`src/rtl/lsu_pkg.sv`:
```
// rtl/lsu_pkg.sv - shared types, size masks and funct3 helpers for the load/store unit
package lsu_pkg;

  // RV32I load/store width codes carried on funct3
  typedef enum logic [2:0] {
    F3_B  = 3'b000,
    F3_H  = 3'b001,
    F3_W  = 3'b010,
    F3_BU = 3'b100,
    F3_HU = 3'b101
  } funct3_e;

  typedef enum logic [2:0] {
    ST_IDLE,
    ST_FIRST,
    ST_SECOND,
    ST_WAIT,
    ST_RESP
  } state_e;

  // Byte-lane masks for an access that starts at lane 0
  localparam logic [3:0] SZ_B = 4'b0001;
  localparam logic [3:0] SZ_H = 4'b0011;
  localparam logic [3:0] SZ_W = 4'b1111;

  // Lane mask for a funct3; zero for encodings that are not loads/stores
  function automatic logic [3:0] size_mask(input logic [2:0] funct3);
    case (funct3)
      F3_B, F3_BU: size_mask = SZ_B;
      F3_H, F3_HU: size_mask = SZ_H;
      F3_W:        size_mask = SZ_W;
      default:     size_mask = 4'b0000;
    endcase
  endfunction

  function automatic logic funct3_legal(input logic [2:0] funct3);
    funct3_legal = (size_mask(funct3) != 4'b0000);
  endfunction

endpackage

```
`src/rtl/lsu_align.sv`:
```
// rtl/lsu_align.sv - combinational lane shifting for stores and extraction/extension for loads
module lsu_align
  import lsu_pkg::*;
(
  input  logic [2:0]  funct3,
  input  logic [1:0]  off,
  input  logic [31:0] wdata,
  input  logic [31:0] word0,
  input  logic [31:0] word1,
  output logic [7:0]  be8,
  output logic [63:0] wdata64,
  output logic        split,
  output logic [31:0] rdata
);

  logic [3:0]  mask;
  logic [31:0] wdata_sized;
  logic [31:0] lane;

  // Store path: trim the data to the access size, then slide mask and data up by the byte offset
  always_comb begin
    mask        = size_mask(funct3);
    wdata_sized = wdata & {{8{mask[3]}}, {8{mask[2]}}, {8{mask[1]}}, {8{mask[0]}}};
    be8         = 8'({4'b0000, mask} << off);
    wdata64     = {32'h0, wdata_sized} << {off, 3'b000};
    // any lane pushed past byte 3 means the access touches the next word
    split       = |be8[7:4];
  end

  // Load path: bring the addressed byte down to lane 0 across the two-word window, then extend
  always_comb begin
    lane = 32'({word1, word0} >> {off, 3'b000});
    case (funct3)
      F3_B:    rdata = {{24{lane[7]}}, lane[7:0]};
      F3_H:    rdata = {{16{lane[15]}}, lane[15:0]};
      F3_W:    rdata = lane;
      F3_BU:   rdata = {24'h0, lane[7:0]};
      F3_HU:   rdata = {16'h0, lane[15:0]};
      default: rdata = 32'h0;
    endcase
  end

endmodule

```
`src/rtl/load_store_unit.sv`:
```
// rtl/load_store_unit.sv - RV32I load/store unit with split-access support for misaligned requests
module load_store_unit
  import lsu_pkg::*;
(
  input  logic        clk,
  input  logic        rst_n,
  input  logic        req_valid,
  output logic        req_ready,
  input  logic        req_store,
  input  logic [2:0]  req_funct3,
  input  logic [31:0] req_addr,
  input  logic [31:0] req_wdata,
  output logic        resp_valid,
  output logic [31:0] resp_rdata,
  output logic        resp_err,
  output logic        mem_req,
  output logic        mem_we,
  output logic [3:0]  mem_be,
  output logic [31:0] mem_addr,
  output logic [31:0] mem_wdata,
  input  logic [31:0] mem_rdata
);

  state_e      state;
  logic        store_q;
  logic [2:0]  f3_q;
  logic [31:0] addr_q;
  logic [31:0] wdata_q;
  logic        split_q;
  logic [31:0] word0_q;

  logic [2:0]  sel_f3;
  logic [1:0]  sel_off;
  logic [31:0] sel_wdata;
  logic [31:0] ld_word0;
  logic [31:0] ld_word1;
  logic [7:0]  be8;
  logic [63:0] wdata64;
  logic        split;
  logic [31:0] ld_data;

  // In IDLE the aligner looks at the live request so the first access can be registered on accept
  always_comb begin
    sel_f3    = (state == ST_IDLE) ? req_funct3       : f3_q;
    sel_off   = (state == ST_IDLE) ? req_addr[1:0]    : addr_q[1:0];
    sel_wdata = (state == ST_IDLE) ? req_wdata        : wdata_q;
    // in WAIT the bus carries the last word: word1 of a split, or the only word otherwise
    ld_word0  = split_q ? word0_q   : mem_rdata;
    ld_word1  = split_q ? mem_rdata : 32'h0;
  end

  lsu_align u_align (
    .funct3  (sel_f3),
    .off     (sel_off),
    .wdata   (sel_wdata),
    .word0   (ld_word0),
    .word1   (ld_word1),
    .be8     (be8),
    .wdata64 (wdata64),
    .split   (split),
    .rdata   (ld_data)
  );

  // Request FSM; memory and response outputs are registered one state ahead
  always_ff @(posedge clk) begin
    if (!rst_n) begin
      state      <= ST_IDLE;
      req_ready  <= 1'b1;
      resp_valid <= 1'b0;
      resp_rdata <= 32'h0;
      resp_err   <= 1'b0;
      mem_req    <= 1'b0;
      mem_we     <= 1'b0;
      mem_be     <= 4'h0;
      mem_addr   <= 32'h0;
      mem_wdata  <= 32'h0;
      store_q    <= 1'b0;
      f3_q       <= 3'b000;
      addr_q     <= 32'h0;
      wdata_q    <= 32'h0;
      split_q    <= 1'b0;
      word0_q    <= 32'h0;
    end else begin
      mem_req    <= 1'b0;
      mem_we     <= 1'b0;
      mem_be     <= 4'h0;
      mem_addr   <= 32'h0;
      mem_wdata  <= 32'h0;
      resp_valid <= 1'b0;
      case (state)
        ST_IDLE: begin
          if (req_valid) begin
            store_q   <= req_store;
            f3_q      <= req_funct3;
            addr_q    <= req_addr;
            wdata_q   <= req_wdata;
            split_q   <= split;
            req_ready <= 1'b0;
            if (!funct3_legal(req_funct3)) begin
              state      <= ST_RESP;
              resp_valid <= 1'b1;
              resp_err   <= 1'b1;
              resp_rdata <= 32'h0;
            end else begin
              state     <= ST_FIRST;
              mem_req   <= 1'b1;
              mem_we    <= req_store;
              mem_be    <= be8[3:0];
              mem_addr  <= {req_addr[31:2], 2'b00};
              mem_wdata <= wdata64[31:0];
            end
          end
        end
        ST_FIRST: begin
          if (split_q) begin
            state     <= ST_SECOND;
            mem_req   <= 1'b1;
            mem_we    <= store_q;
            mem_be    <= be8[7:4];
            // word index wraps naturally at the top of the address space
            mem_addr  <= {addr_q[31:2] + 30'd1, 2'b00};
            mem_wdata <= wdata64[63:32];
          end else begin
            state <= ST_WAIT;
          end
        end
        ST_SECOND: begin
          word0_q <= mem_rdata;
          state   <= ST_WAIT;
        end
        ST_WAIT: begin
          resp_rdata <= store_q ? 32'h0 : ld_data;
          resp_err   <= 1'b0;
          resp_valid <= 1'b1;
          state      <= ST_RESP;
        end
        ST_RESP: begin
          req_ready <= 1'b1;
          state     <= ST_IDLE;
        end
        default: begin
          req_ready <= 1'b1;
          state     <= ST_IDLE;
        end
      endcase
    end
  end

endmodule

```
`config.mk`:
```
export PLATFORM = sky130hd
export DESIGN_NAME = load_store_unit
export DESIGN_NICKNAME = d
export VERILOG_FILES = /design/src/rtl/lsu_pkg.sv /design/src/rtl/lsu_align.sv /design/src/rtl/load_store_unit.sv
export SDC_FILE = /design/constraint.sdc
export NUM_CORES = 1
export LEC_CHECK = 0
export ABC_CLOCK_PERIOD_IN_PS = 6000
export CAP_MARGIN = 20
export CELL_PAD_IN_SITES_DETAIL_PLACEMENT = 0
export CELL_PAD_IN_SITES_GLOBAL_PLACEMENT = 1
export CORE_UTILIZATION = 28
export DETAILED_ROUTE_END_ITERATION = 12
export PLACE_DENSITY_LB_ADDON = 0.2
export SLEW_MARGIN = 15
export SYNTH_ARGS = -nofsm -noshare
export SYNTH_HDL_FRONTEND = slang
export SYNTH_SLANG_ARGS = --single-unit
```
`constraint.sdc`:
```
create_clock -name clk -period 6 [get_ports clk]
set_input_delay 1.2 -clock clk [delete_from_list [all_inputs] [get_ports clk]]
set_output_delay 1.2 -clock clk [all_outputs]
set_load 0.01 [all_outputs]
```
# Word level (Yosys, flattened, before mapping)
# Index checks and enable logic that the tools add are counted.
[classes]
n_addsub = 1
n_eq_ne = 13
shift = 3
muxes = 47
n_bitwise = 2
n_reduce_logical = 14
[op_table]
columns = ["cell", "count"]
rows = [
  ["$mux 32", 12],
  ["$pmux 32 s2", 3],
  ["$pmux 32 s5", 1],
  ["$shl 32x5->64", 1],
  ["$shr 64x5->32", 1],
  ["$and 32x32->32", 1],
  ["$add 30x1->30 const B", 1],
  ["$mux 4", 6],
  ["$pmux 4 s3", 2],
  ["$eq 3x2->1 const B", 4],
  ["$eq 3x3->1 const B", 4],
  ["$mux 1", 12],
  ["$pmux 3 s4", 1],
  ["$pmux 1 s2", 5],
  ["$eq 3x1->1 const B", 3],
  ["$logic_not 3->1", 3],
  ["$mux 3", 3],
  ["$pmux 4 s2", 1],
  ["$reduce_or 2->1", 4],
  ["$shl 4x2->8", 1],
  ["$ne 2x2->1 const B", 2],
  ["$reduce_and 2->1", 2],
  ["$reduce_bool 4->1", 1],
  ["$reduce_or 4->1", 1],
  ["other kinds (5)", 5],
]
[totals]
register_bits = 209
input_bits = 103
output_inout_bits = 105
elab_cells = 96

# Logic depth before layout (Yosys ltp)
# Gate-level depths: netlist (run 1).
[depth]
ltp_word = 10
mapped_depth = 10
ltp_nobuf = 6

# By module
# Synthesis (run 1) repeated with hierarchy kept, for this count alone.
[unflattened]
cells_unflattened = 1271
area_unflattened_um2 = 11223.3
[by_module_without_submodules]
columns = ["mod", "n_inst", "cells_per_inst", "area_each_um2", "seq_area_each_um2"]
rows = [
  ["load_store_unit", 1, 1005, 8991.1, 4144.0],
  ["lsu_align", 1, 266, 2232.1, 0.0],
]

# Worst setup path before layout (run 1)
# Ideal clock, no wire load.
[synth_path]
path_type = "input -> register"
startpoint = "input port req_addr[0]"
endpoint = "register resp_rdata[26]"
setup_ns = 0.140
t_arrival_ns = 2.739
required_ns = 5.860
path_slack_ns = 3.122
cell_stages = 8
n_path_buf = 2
cell_sequence = "or4b_1 -> buf_2 -> a21oi_2 -> a211oi_2 -> o21ai_4 -> a21boi_4 -> buf_6 -> o211ai_2"
[synth_via]
elab_chain_cells = 5
[synth_rtl]
columns = ["item", "line", "rtl"]
rows = [
  ["start: declaration", "load_store_unit.sv:11", "input logic [31:0] req_addr,"],
  ["$mux 2", "load_store_unit.sv:45", "sel_off = (state == ST_IDLE) ? req_addr[1:0] : addr_q[1:0];"],
  ["$shr 64x5->32", "lsu_align.sv:32", "lane = 32'({word1, word0} >> {off, 3'b000});"],
  ["$pmux 32 s5", "lsu_align.sv:33", "case (funct3)"],
  ["$mux 32", "load_store_unit.sv:132", "resp_rdata <= store_q ? 32'h0 : ld_data;"],
  ["$pmux 32 s2", "load_store_unit.sv:90", "case (state)"],
  ["end signal: assignment", "load_store_unit.sv:132", ""],
  ["end: declaration", "load_store_unit.sv:14", "output logic [31:0] resp_rdata,"],
]
# No other way between the ends.
# A chain may end at the register's enable or synchronous reset.

# Worst setup path after layout (run 1)
[layout_path]
startpoint = "input port req_valid"
endpoint = "register mem_wdata[3]"
[layout_via]
elab_chain_cells = 2
[layout_rtl]
columns = ["item", "line", "rtl"]
rows = [
  ["start: declaration", "load_store_unit.sv:7", "input logic req_valid,"],
  ["$mux 32", "load_store_unit.sv:92", "if (req_valid) begin"],
  ["$pmux 32 s2", "load_store_unit.sv:90", ""],
  ["end signal: assignment", "load_store_unit.sv:110", "mem_wdata <= wdata64[31:0];"],
  ["end signal: assignment", "load_store_unit.sv:122", "mem_wdata <= wdata64[63:32];"],
  ["end: declaration", "load_store_unit.sv:20", "output logic [31:0] mem_wdata,"],
]
# No other way between the ends.

==> results.sh, run 1 <==
export IMPL_status="finished clean"
export IMPL_wl_per_cell_um=19.54
export IMPL_gp_congestion=0.8313
export IMPL_synth_edf_count=0
export IMPL_finalCritPeriodShare_pct=73.45
export IMPL_yosysSeqAreaShare_pct=41.51
export IMPL_io_buffers=205
export IMPL_yosys_top_cells_area="dfxtp_1 42%, nand2_1 12%, a21oi_1 7.3%, mux2i_1 6.5%, o21ai_0 3.4%"
export IMPL_clockRootBuffer="clkbuf_16"
export IMPL_rsz0062_at_grt="false"
export IMPL_drt_iter0_drc=748
export IMPL_cts_max_level=1
export IMPL_tightest_slew_ns=1.028
export IMPL_antenna_found_initial=1
export IMPL_p_leak_nw=4.595
export IMPL_r2r_cells=6
export IMPL_drc=0
export IMPL_ys_ff_latch=207
export IMPL_first_pass_iters=5
export IMPL_hold_buffers=0
export IMPL_start_util_pct=28.69
export IMPL_syn_avg_cell_area_um2=7.935
export IMPL_worst_endpoint_required_ns=6.41
export IMPL_diodes=0
export IMPL_ctsResizeCount=0
export IMPL_p_seq_share_pct=37.6
export IMPL_rows=68
export IMPL_p_per_area_nw_per_um2=309.7
export IMPL_grt_pass1_wl_um=55470
export IMPL_num_vias=9547
export IMPL_path_class="in -> reg"
export IMPL_area_delta_synth_final_pct=31.80
export IMPL_synth_top_area_cell="dfxtp_1"
export IMPL_hold_violations=0
export IMPL_drv_cap=0
export IMPL_cp_arrival_ns=4.82
export IMPL_report_power_total_mw=4.074
export IMPL_switchingPower_mw=1.338
export IMPL_max_slew_margin_pct=31.22
export IMPL_power_frac_comb_pct=25.6
export IMPL_cts_made_buffers=25
export IMPL_async_flop_share_pct=0
export IMPL_multi_input_area_um2=5404
export IMPL_fill_cells=3595
export IMPL_dpl_hpwl_um=24910
export IMPL_drive_gt1_share_pct=7.003
export IMPL_r2r_start="state[0]"
export IMPL_io_pins=208
export IMPL_synthCells=1258
export IMPL_vias_per_cell=5.070
export IMPL_grt_max_degree=94
export IMPL_cts_sinks=207
export IMPL_synth_top_area_share_pct=41.51
export IMPL_clkPwrFrac_pct=36.8
export IMPL_mostFrequentLayoutCells="324 x nand2_1, 207 x dfxtp_1, 205 x clkdlybuf4s50_1"
export IMPL_post_cts_buffers=0
export IMPL_hp_start="word0_q[5]"
export IMPL_fin_nets=1513
export IMPL_grt_use_total_pct=19.75
export IMPL_grt_pass1_vias=9123
export IMPL_fin_cells=1883
export IMPL_ant_nets=0
export IMPL_cts_max_path_buffers=3
export IMPL_path_clk_slew_ns=0.06
export IMPL_endpoint_kind="flip-flop"
export IMPL_cts_tree="yes"
export IMPL_die_w_um=190.8
export IMPL_dieArea_um2=36410
export IMPL_die_y_um=190.8
export IMPL_placed_cells=1835
export IMPL_synth_area_um2=9982
export IMPL_fmaxAchievable_ghz=0.2269
export IMPL_grt_remaining_overflow=0
export IMPL_drt_total_wl_um=36790
export IMPL_final_common_cell="nand2_1"
export IMPL_ff_latch_area_um2=4144
export IMPL_power_internal_mw=2.736
export IMPL_critPathMaxFanout=12
export IMPL_holdPathStages=2
export IMPL_hp_class="reg -> reg"
export IMPL_worstSetupStartpoint="req_valid"
export IMPL_fin_skew_ns=0.01854
export IMPL_layout_min_cycle_time_ns=4.407
export IMPL_switching_share_pct=32.85
export IMPL_peakVddDrop_uv=219.7
export IMPL_synthDistinctLibCells=69
export IMPL_finalMaxSlewViolations=0
export IMPL_fp_coreArea_um2=34800
export IMPL_clk_latency_ns=0.53
export IMPL_startpoint_type="input pin"
export IMPL_setup_viol=0
export IMPL_yosysWarnings=0
export IMPL_ys_flop_type="dfxtp_1"
export IMPL_fin_setup_tns_ns=0
[metal layers]
| layer | part of all wire (%) | GRT usage (%) | vias up | wire length (um) |
|---|---|---|---|---|
| met3 | 6.4 | 3.570 | 48 | 2336 |
| met2 | 45 | 30.87 | 287 | 16480 |
| li1 | - | - | 4718 | - |
| met5 | 0.024 | 0 | - | 9 |
| met4 | 2.1 | 5.262 | 2 | 787 |
| met1 | 47 | 27.63 | 4492 | 17180 |
[registers in the layout, summed over array words and instances, names as in the netlist]
signal      flops
store_q         1
state           3
resp_err        1
word0_q        32
req_ready       1
mem_addr       30
f3_q            3
mem_we          1
mem_wdata      32
mem_req         1
resp_valid      1
split_q         1
mem_be          4
wdata_q        32
resp_rdata     32
addr_q         32
[metrics by stage]
step                      setup slack, ns  area (um2)  util, %  hold slack (ns)
after floorplan                     3.122        9986        -           0.4317
after global placement              1.198       12290    35.32           0.4382
after detailed placement            1.173       12290    35.32           0.4438
after CTS                           1.721       13110    37.69           0.4521
after global routing                1.435       13160    37.81           0.4672
final                               1.593       13160    37.81           0.4507
[power by group through the flow]
stage | combinational [mW] | clock, mW | sequential, mW
after global routing | 1.14 | 1.59 | 1.54
after floorplan | 0.692 | 0 | 1.55
final | 1.04 | 1.50 | 1.53
after detailed placement | 1.04 | 0 | 1.56
after global placement | 1.04 | 0 | 1.56
after CTS | 1.05 | 1.54 | 1.53
[worst max-delay path, cell delays in order]
cell and delay (ns):
clkdlybuf4s50_1 0.58, or4b_2 0.67, nor2_4 0.25, nand2_1 0.33, nor2_1 0.88, nand3_1 0.49
o21ai_1 0.41
[final timing paths]
check	to	slack, ns
setup reg to reg	mem_wdata[3]	2.27
hold / removal	word0_q[5]	0.45
hold reg to reg	word0_q[5]	0.45
setup / recovery	mem_wdata[3]	1.59
[logic make-up (layout without fill, tap and decap cells)]
group / after synthesis / after routing / synth area share [%]
compound gates: 357 / 357 / 22.51
simple gates: 486 / 486 / 20.86
flops: 207 / 207 / 41.51
mux: 75 / 75 / 7.759
other cells: 1 / 2 / 0.03757
fa+ha+maj: 1 / 1 / 0.1253
xor+xnor: 28 / 28 / 2.457
buf+inv: 103 / 272 / 4.738
[Yosys cell counts (6+ instances only)]
cell / number
and2_1: 12
buf_4: 10
nor2_1: 56
dfxtp_1: 207
o311ai_0: 10
mux2i_1: 65
and3_1: 8
o2bb2ai_1: 8
a21oi_1: 146
nand2b_1: 8
xnor2_1: 9
o211ai_1: 8
clkbuf_1: 60
a22oi_1: 8
a211oi_1: 31
nand3_1: 35
buf_2: 21
nand2_1: 324
o22ai_1: 23
a311oi_1: 7
o21ai_0: 67
mux2_2: 9
xor2_1: 19
o32ai_1: 7
nor3_1: 9
nand4_1: 6
[cell type report]
| cell class | instances | area share, % |
|---|---|---|
| flip-flops and latches | 207 | 31.50 |
| inverters | 6 | 0.1902 |
| repair buffers | 220 | 16.66 |
| well taps | 455 | 4.327 |
| multi-input cells | 949 | 41.07 |
| clock inverters | 8 | 0.3614 |
| clock buffers | 38 | 5.887 |
No activity file was read; power rests on OpenSTA's default activity.
==> run 2: changes to the inputs <==
- ABC_CLOCK_PERIOD_IN_PS: 6000 -> 4000
- clock period: 6 -> 4 ns (I/O delays scaled with it)
==> results.sh, run 2 (synthesis results as in run 1) <==
export IMPL_fin_skew_ns=0.02075
export IMPL_p_per_area_nw_per_um2=485.8
export IMPL_final_common_cell="nand2_1"
export IMPL_finalMaxSlewViolations=0
export IMPL_worstPathCellList="clkdlybuf4s50_1, or4b_1, nand2_2, buf_4, nand2_2, o32ai_1, nor2_1, a211oi_1"
export IMPL_mostFrequentLayoutCells="324 x nand2_1, 207 x dfxtp_1, 205 x clkdlybuf4s50_1"
export IMPL_r2r_start="state[1]"
export IMPL_startpoint_type="input pin"
export IMPL_grt_max_degree=71
export IMPL_critPathMaxFanout=20
export IMPL_endpoint_kind="flip-flop"
export IMPL_grt_remaining_overflow=0
export IMPL_p_leak_nw=4.701
export IMPL_layout_min_cycle_time_ns=2.960
export IMPL_diodes=0
export IMPL_drt_total_wl_um=36610
export IMPL_cts_sinks=207
export IMPL_fin_nets=1523
export IMPL_clockRootBuffer="clkbuf_16"
export IMPL_cts_tree="yes"
export IMPL_start_util_pct=28.69
export IMPL_rows=68
export IMPL_hp_class="reg -> reg"
export IMPL_peakVddDrop_uv=290.5
export IMPL_path_class="in -> reg"
export IMPL_hp_start="word0_q[6]"
export IMPL_post_cts_buffers=0
export IMPL_grt_use_total_pct=19.61
export IMPL_worst_endpoint_required_ns=4.42
export IMPL_grt_pass1_vias=9178
export IMPL_cts_made_buffers=25
export IMPL_fp_coreArea_um2=34800
export IMPL_finalCritPeriodShare_pct=74.01
export IMPL_slowest_stage="or4b_1"
export IMPL_drc=0
export IMPL_dpl_hpwl_um=25620
export IMPL_fin_setup_tns_ns=0
export IMPL_cts_max_path_buffers=3
export IMPL_vias_per_cell=5.083
export IMPL_hold_buffers=0
export IMPL_cts_max_level=1
export IMPL_dp_worst_setup_slack_ns=0.4834
export IMPL_ant_nets=0
export IMPL_ctsResizeCount=0
export IMPL_hold_violations=0
export IMPL_die_w_um=190.8
export IMPL_fill_cells=3549
export IMPL_cp_arrival_ns=3.38
export IMPL_layout_setup_ws_ns=1.040
export IMPL_num_vias=9622
export IMPL_drt_iter0_drc=617
export IMPL_max_slew_margin_pct=40.16
export IMPL_fmaxAchievable_ghz=0.3378
export IMPL_die_y_um=190.8
export IMPL_drv_cap=0
export IMPL_gp_congestion=0.8381
export IMPL_setup_viol=0
export IMPL_crit_top_cell="nand2_2"
export IMPL_tightest_slew_ns=0.8955
export IMPL_area_delta_synth_final_pct=33.96
export IMPL_first_pass_iters=5
export IMPL_grt_pass1_wl_um=55400
export IMPL_path_clk_slew_ns=0.06
export IMPL_clk_latency_ns=0.54
export IMPL_dieArea_um2=36410
export IMPL_report_power_total_mw=6.496
export IMPL_rsz0062_at_grt="false"
export IMPL_wl_per_cell_um=19.34
export IMPL_io_buffers=205
export IMPL_status="finished clean"
export IMPL_cp_slowest_stage_delay_ns=0.73
export IMPL_worstSetupStartpoint="req_addr[0]"
export IMPL_drive_gt1_share_pct=7.789
export IMPL_io_pins=208
export IMPL_antenna_found_initial=0
run 2: changes by cell type in the layout (fill, tap and decap cells not counted):
| cell | change |
|---|---|
| buf_12 | +4 |
| buf_16 | -1 |
| buf_4 | +7 |
| bufinv_16 | +7 |
| clkbuf_1 | -2 |
| clkbuf_8 | -8 |
| clkinv_2 | +2 |
| clkinv_4 | -1 |
| clkinvlp_4 | +1 |
| inv_6 | +1 |
run 2: metal layers:
metal,vias up,global-route usage [%],wire (um)
met5,-,0,0
met4,0,4.646,676
met3,51,2.540,1949
met2,286,31.41,16540
met1,4549,27.65,17440
li1,4736,-,-
run 2: area by class of cell:
class	instances	area (um2)	area share (%)
clock buffer	28	656.9	4.913
clock inverter	18	275.3	2.059
inverter	6	25.02	0.1871
multi-input combinational	949	5404	40.41
sequential	207	4144	30.99
tap	455	569.3	4.258
timing repair buffer	230	2297	17.18
run 2: path summary, 6_finish.rpt:
| kind | endpoint | slack, ns | depth (start not counted) |
|---|---|---|---|
| setup / recovery | mem_wdata[25] | 1.04 | 8 |
| hold / removal | word0_q[6] | 0.45 | 2 |
| setup reg to reg | resp_rdata[25] | 1.16 | 8 |
| hold reg to reg | word0_q[6] | 0.45 | 2 |
run 2: critical path: cells and delay by family:
kind / cells / cell delay [ns]
buffers and inverters: 2 / 0.83
and+or+nand+nor: 4 / 1.22
AOI/OAI and AO/OA: 2 / 0.54
run 2: through the flow:
step	area [um2]	hold slack (ns)	instances	util (%)
2_1_floorplan	9986	0.4317	1259	-
3_5_place_dp	12420	0.4452	1846	35.70
6_report	13370	0.4527	1893	38.43
5_1_grt	13370	0.4657	1893	38.43
3_3_place_gp	12420	0.4373	1846	35.70
4_1_cts	13360	0.4534	1892	38.38
run 2: power by group:
| part | internal, mW | switching [mW] | leakage [nW] |
|---|---|---|---|
| registers | 2.20 | 0.103 | 1.68 |
| logic | 0.604 | 0.995 | 2.56 |
| clock network | 1.63 | 0.961 | 0.463 |
| total | 4.44 | 2.06 | 4.70 |
==> run 3: changes to the inputs <==
- ABC_CLOCK_PERIOD_IN_PS: 4000 -> 2640
- clock period: 4 -> 2.64 ns (I/O delays scaled with it)
==> results.sh, run 3 (synthesis results as in run 1) <==
export IMPL_status="finished clean"
export IMPL_io_buffers=205
export IMPL_endpoint_kind="flip-flop"
export IMPL_hp_class="reg -> reg"
export IMPL_clk_latency_ns=0.52
export IMPL_fmaxAchievable_ghz=0.4132
export IMPL_holdPathStages=2
export IMPL_cts_max_level=1
export IMPL_path_class="reg -> reg"
export IMPL_rsz0062_at_grt="false"
export IMPL_worstPathCellList="buf_4, or4b_1, nand2_2, buf_4, buf_4, nand2_2, o32ai_1, nor2_1, a211oi_1"
export IMPL_mostFrequentLayoutCells="324 x nand2_1, 207 x dfxtp_1, 205 x clkdlybuf4s50_1"
export IMPL_rows=68
export IMPL_fp_coreArea_um2=34800
export IMPL_layout_setup_ws_ns=0.2200
export IMPL_first_pass_iters=5
export IMPL_fill_cells=3561
export IMPL_die_w_um=190.8
export IMPL_p_per_area_nw_per_um2=715.7
export IMPL_ff_latch_area_um2=4144
export IMPL_ant_nets=0
export IMPL_drc=0
export IMPL_drv_cap=0
export IMPL_grt_max_degree=71
export IMPL_cts_tree="yes"
export IMPL_hold_slack_ns=0.4494
export IMPL_grt_remaining_overflow=0
export IMPL_drt_iter0_drc=586
export IMPL_cts_made_buffers=25
export IMPL_postLayoutCoreUtil_pct=40.41
export IMPL_fin_skew_ns=0.006890
export IMPL_dieArea_um2=36410
export IMPL_grt_pass1_vias=9296
export IMPL_report_power_total_mw=10.07
export IMPL_layout_min_cycle_time_ns=2.420
export IMPL_multi_input_area_um2=5399
export IMPL_worst_endpoint_required_ns=3.07
export IMPL_p_leak_nw=5.108
export IMPL_num_vias=9755
export IMPL_tightest_slew_ns=0.8311
export IMPL_cp_slowest_stage_delay_ns=0.55
export IMPL_wl_per_cell_um=18.61
export IMPL_start_util_pct=28.69
export IMPL_finalCritPeriodShare_pct=91.67
export IMPL_drt_total_wl_um=36610
export IMPL_diodes=0
export IMPL_max_slew_margin_pct=44.60
export IMPL_grt_use_total_pct=19.65
export IMPL_peakVddDrop_uv=515.4
export IMPL_dp_worst_setup_slack_ns=-0.1611
export IMPL_hold_buffers=0
export IMPL_clockRootBuffer="clkbuf_16"
export IMPL_critPathMaxFanout=11
export IMPL_placed_cells=1925
export IMPL_cp_arrival_ns=2.85
export IMPL_r2r_cells=9
export IMPL_io_pins=208
export IMPL_final_common_cell="nand2_1"
export IMPL_drive_gt1_share_pct=12.17
export IMPL_antenna_found_initial=0
export IMPL_setup_viol=0
export IMPL_fin_cells=1967
export IMPL_grt_pass1_wl_um=55550
export IMPL_vias_per_cell=4.959
export IMPL_cts_sinks=207
export IMPL_crit_top_cell="buf_4"
export IMPL_cts_max_path_buffers=3
export IMPL_path_clk_slew_ns=0.06
export IMPL_gp_congestion=0.8596
export IMPL_fin_nets=1601
export IMPL_hold_violations=0
export IMPL_die_y_um=190.8
export IMPL_area_delta_synth_final_pct=40.89
export IMPL_finalMaxSlewViolations=0
export IMPL_startpoint_type="flip-flop"
export IMPL_dpl_hpwl_um=26490
export IMPL_slowest_stage="or4b_1"
## run 3: cell types whose count changed in the layout (fill, tap and decap cells not counted), moves of 2 or more
cell | previous run | this run
buf_4 | 20 | 87
buf_12 | 4 | 16
clkinv_2 | 8 | 3
clkbuf_8 | 2 | 5
clkbuf_1 | 1 | 3
inv_6 | 2 | 0
## run 3: routing by layer
| layer | vias up | global-route usage [%] | share of wire [%] |
|---|---|---|---|
| met3 | 39 | 2.300 | 4.8 |
| met2 | 279 | 31.34 | 45 |
| met5 | - | 0 | 0 |
| met1 | 4548 | 27.98 | 48 |
| met4 | 0 | 4.615 | 2.1 |
| li1 | 4889 | - | - |
## run 3: power breakdown
group / internal [mW] / switching (mW) / leakage [nW]
clock: 2.44 / 1.34 / 0.444
combinational: 1.21 / 1.60 / 2.98
sequential: 3.33 / 0.142 / 1.68
## run 3: path summary, 6_finish.rpt
path              slack (ns)     startpoint            end
hold reg to reg         0.45  resp_rdata[3]  resp_rdata[3]
hold / removal          0.45  resp_rdata[3]  resp_rdata[3]
setup reg to reg        0.22       state[1]  mem_wdata[25]
setup / recovery        0.22       state[1]  mem_wdata[25]
## run 3: layout make-up
cell class	count	share of cell area (%)
sequential	207	29.47
clock buffer	33	5.018
clock inverter	9	1.388
timing repair buffer	308	21.51
tap	455	4.048
multi-input combinational	949	38.39
inverter	6	0.1779
## run 3: timing repair
| item | 4_1_cts | 5_1_grt |
|---|---|---|
| endpoints found under the setup margin | 0 | 1 |
| buffers inserted | 0 | 0 |
| gates resized for setup | 0 | 1 |
## run 3: through the flow
step           instance area [um2]  setup TNS (ns)
4_1_cts                      14060               0
2_1_floorplan                 9986               0
3_3_place_gp                 13160          -2.851
6_report                     14060               0
5_1_grt                      14060               0
3_5_place_dp                 13160          -3.972
## run 3: worst max-delay path: cells and delay by family, from the launching register on
| kind | cells | cell delay, ns |
|---|---|---|
| AO/OA/AOI/OAI | 2 | 0.46 |
| flip-flops | 1 | 0.42 |
| buffers and inverters | 3 | 0.54 |
| AND/OR/NAND/NOR | 4 | 0.90 |
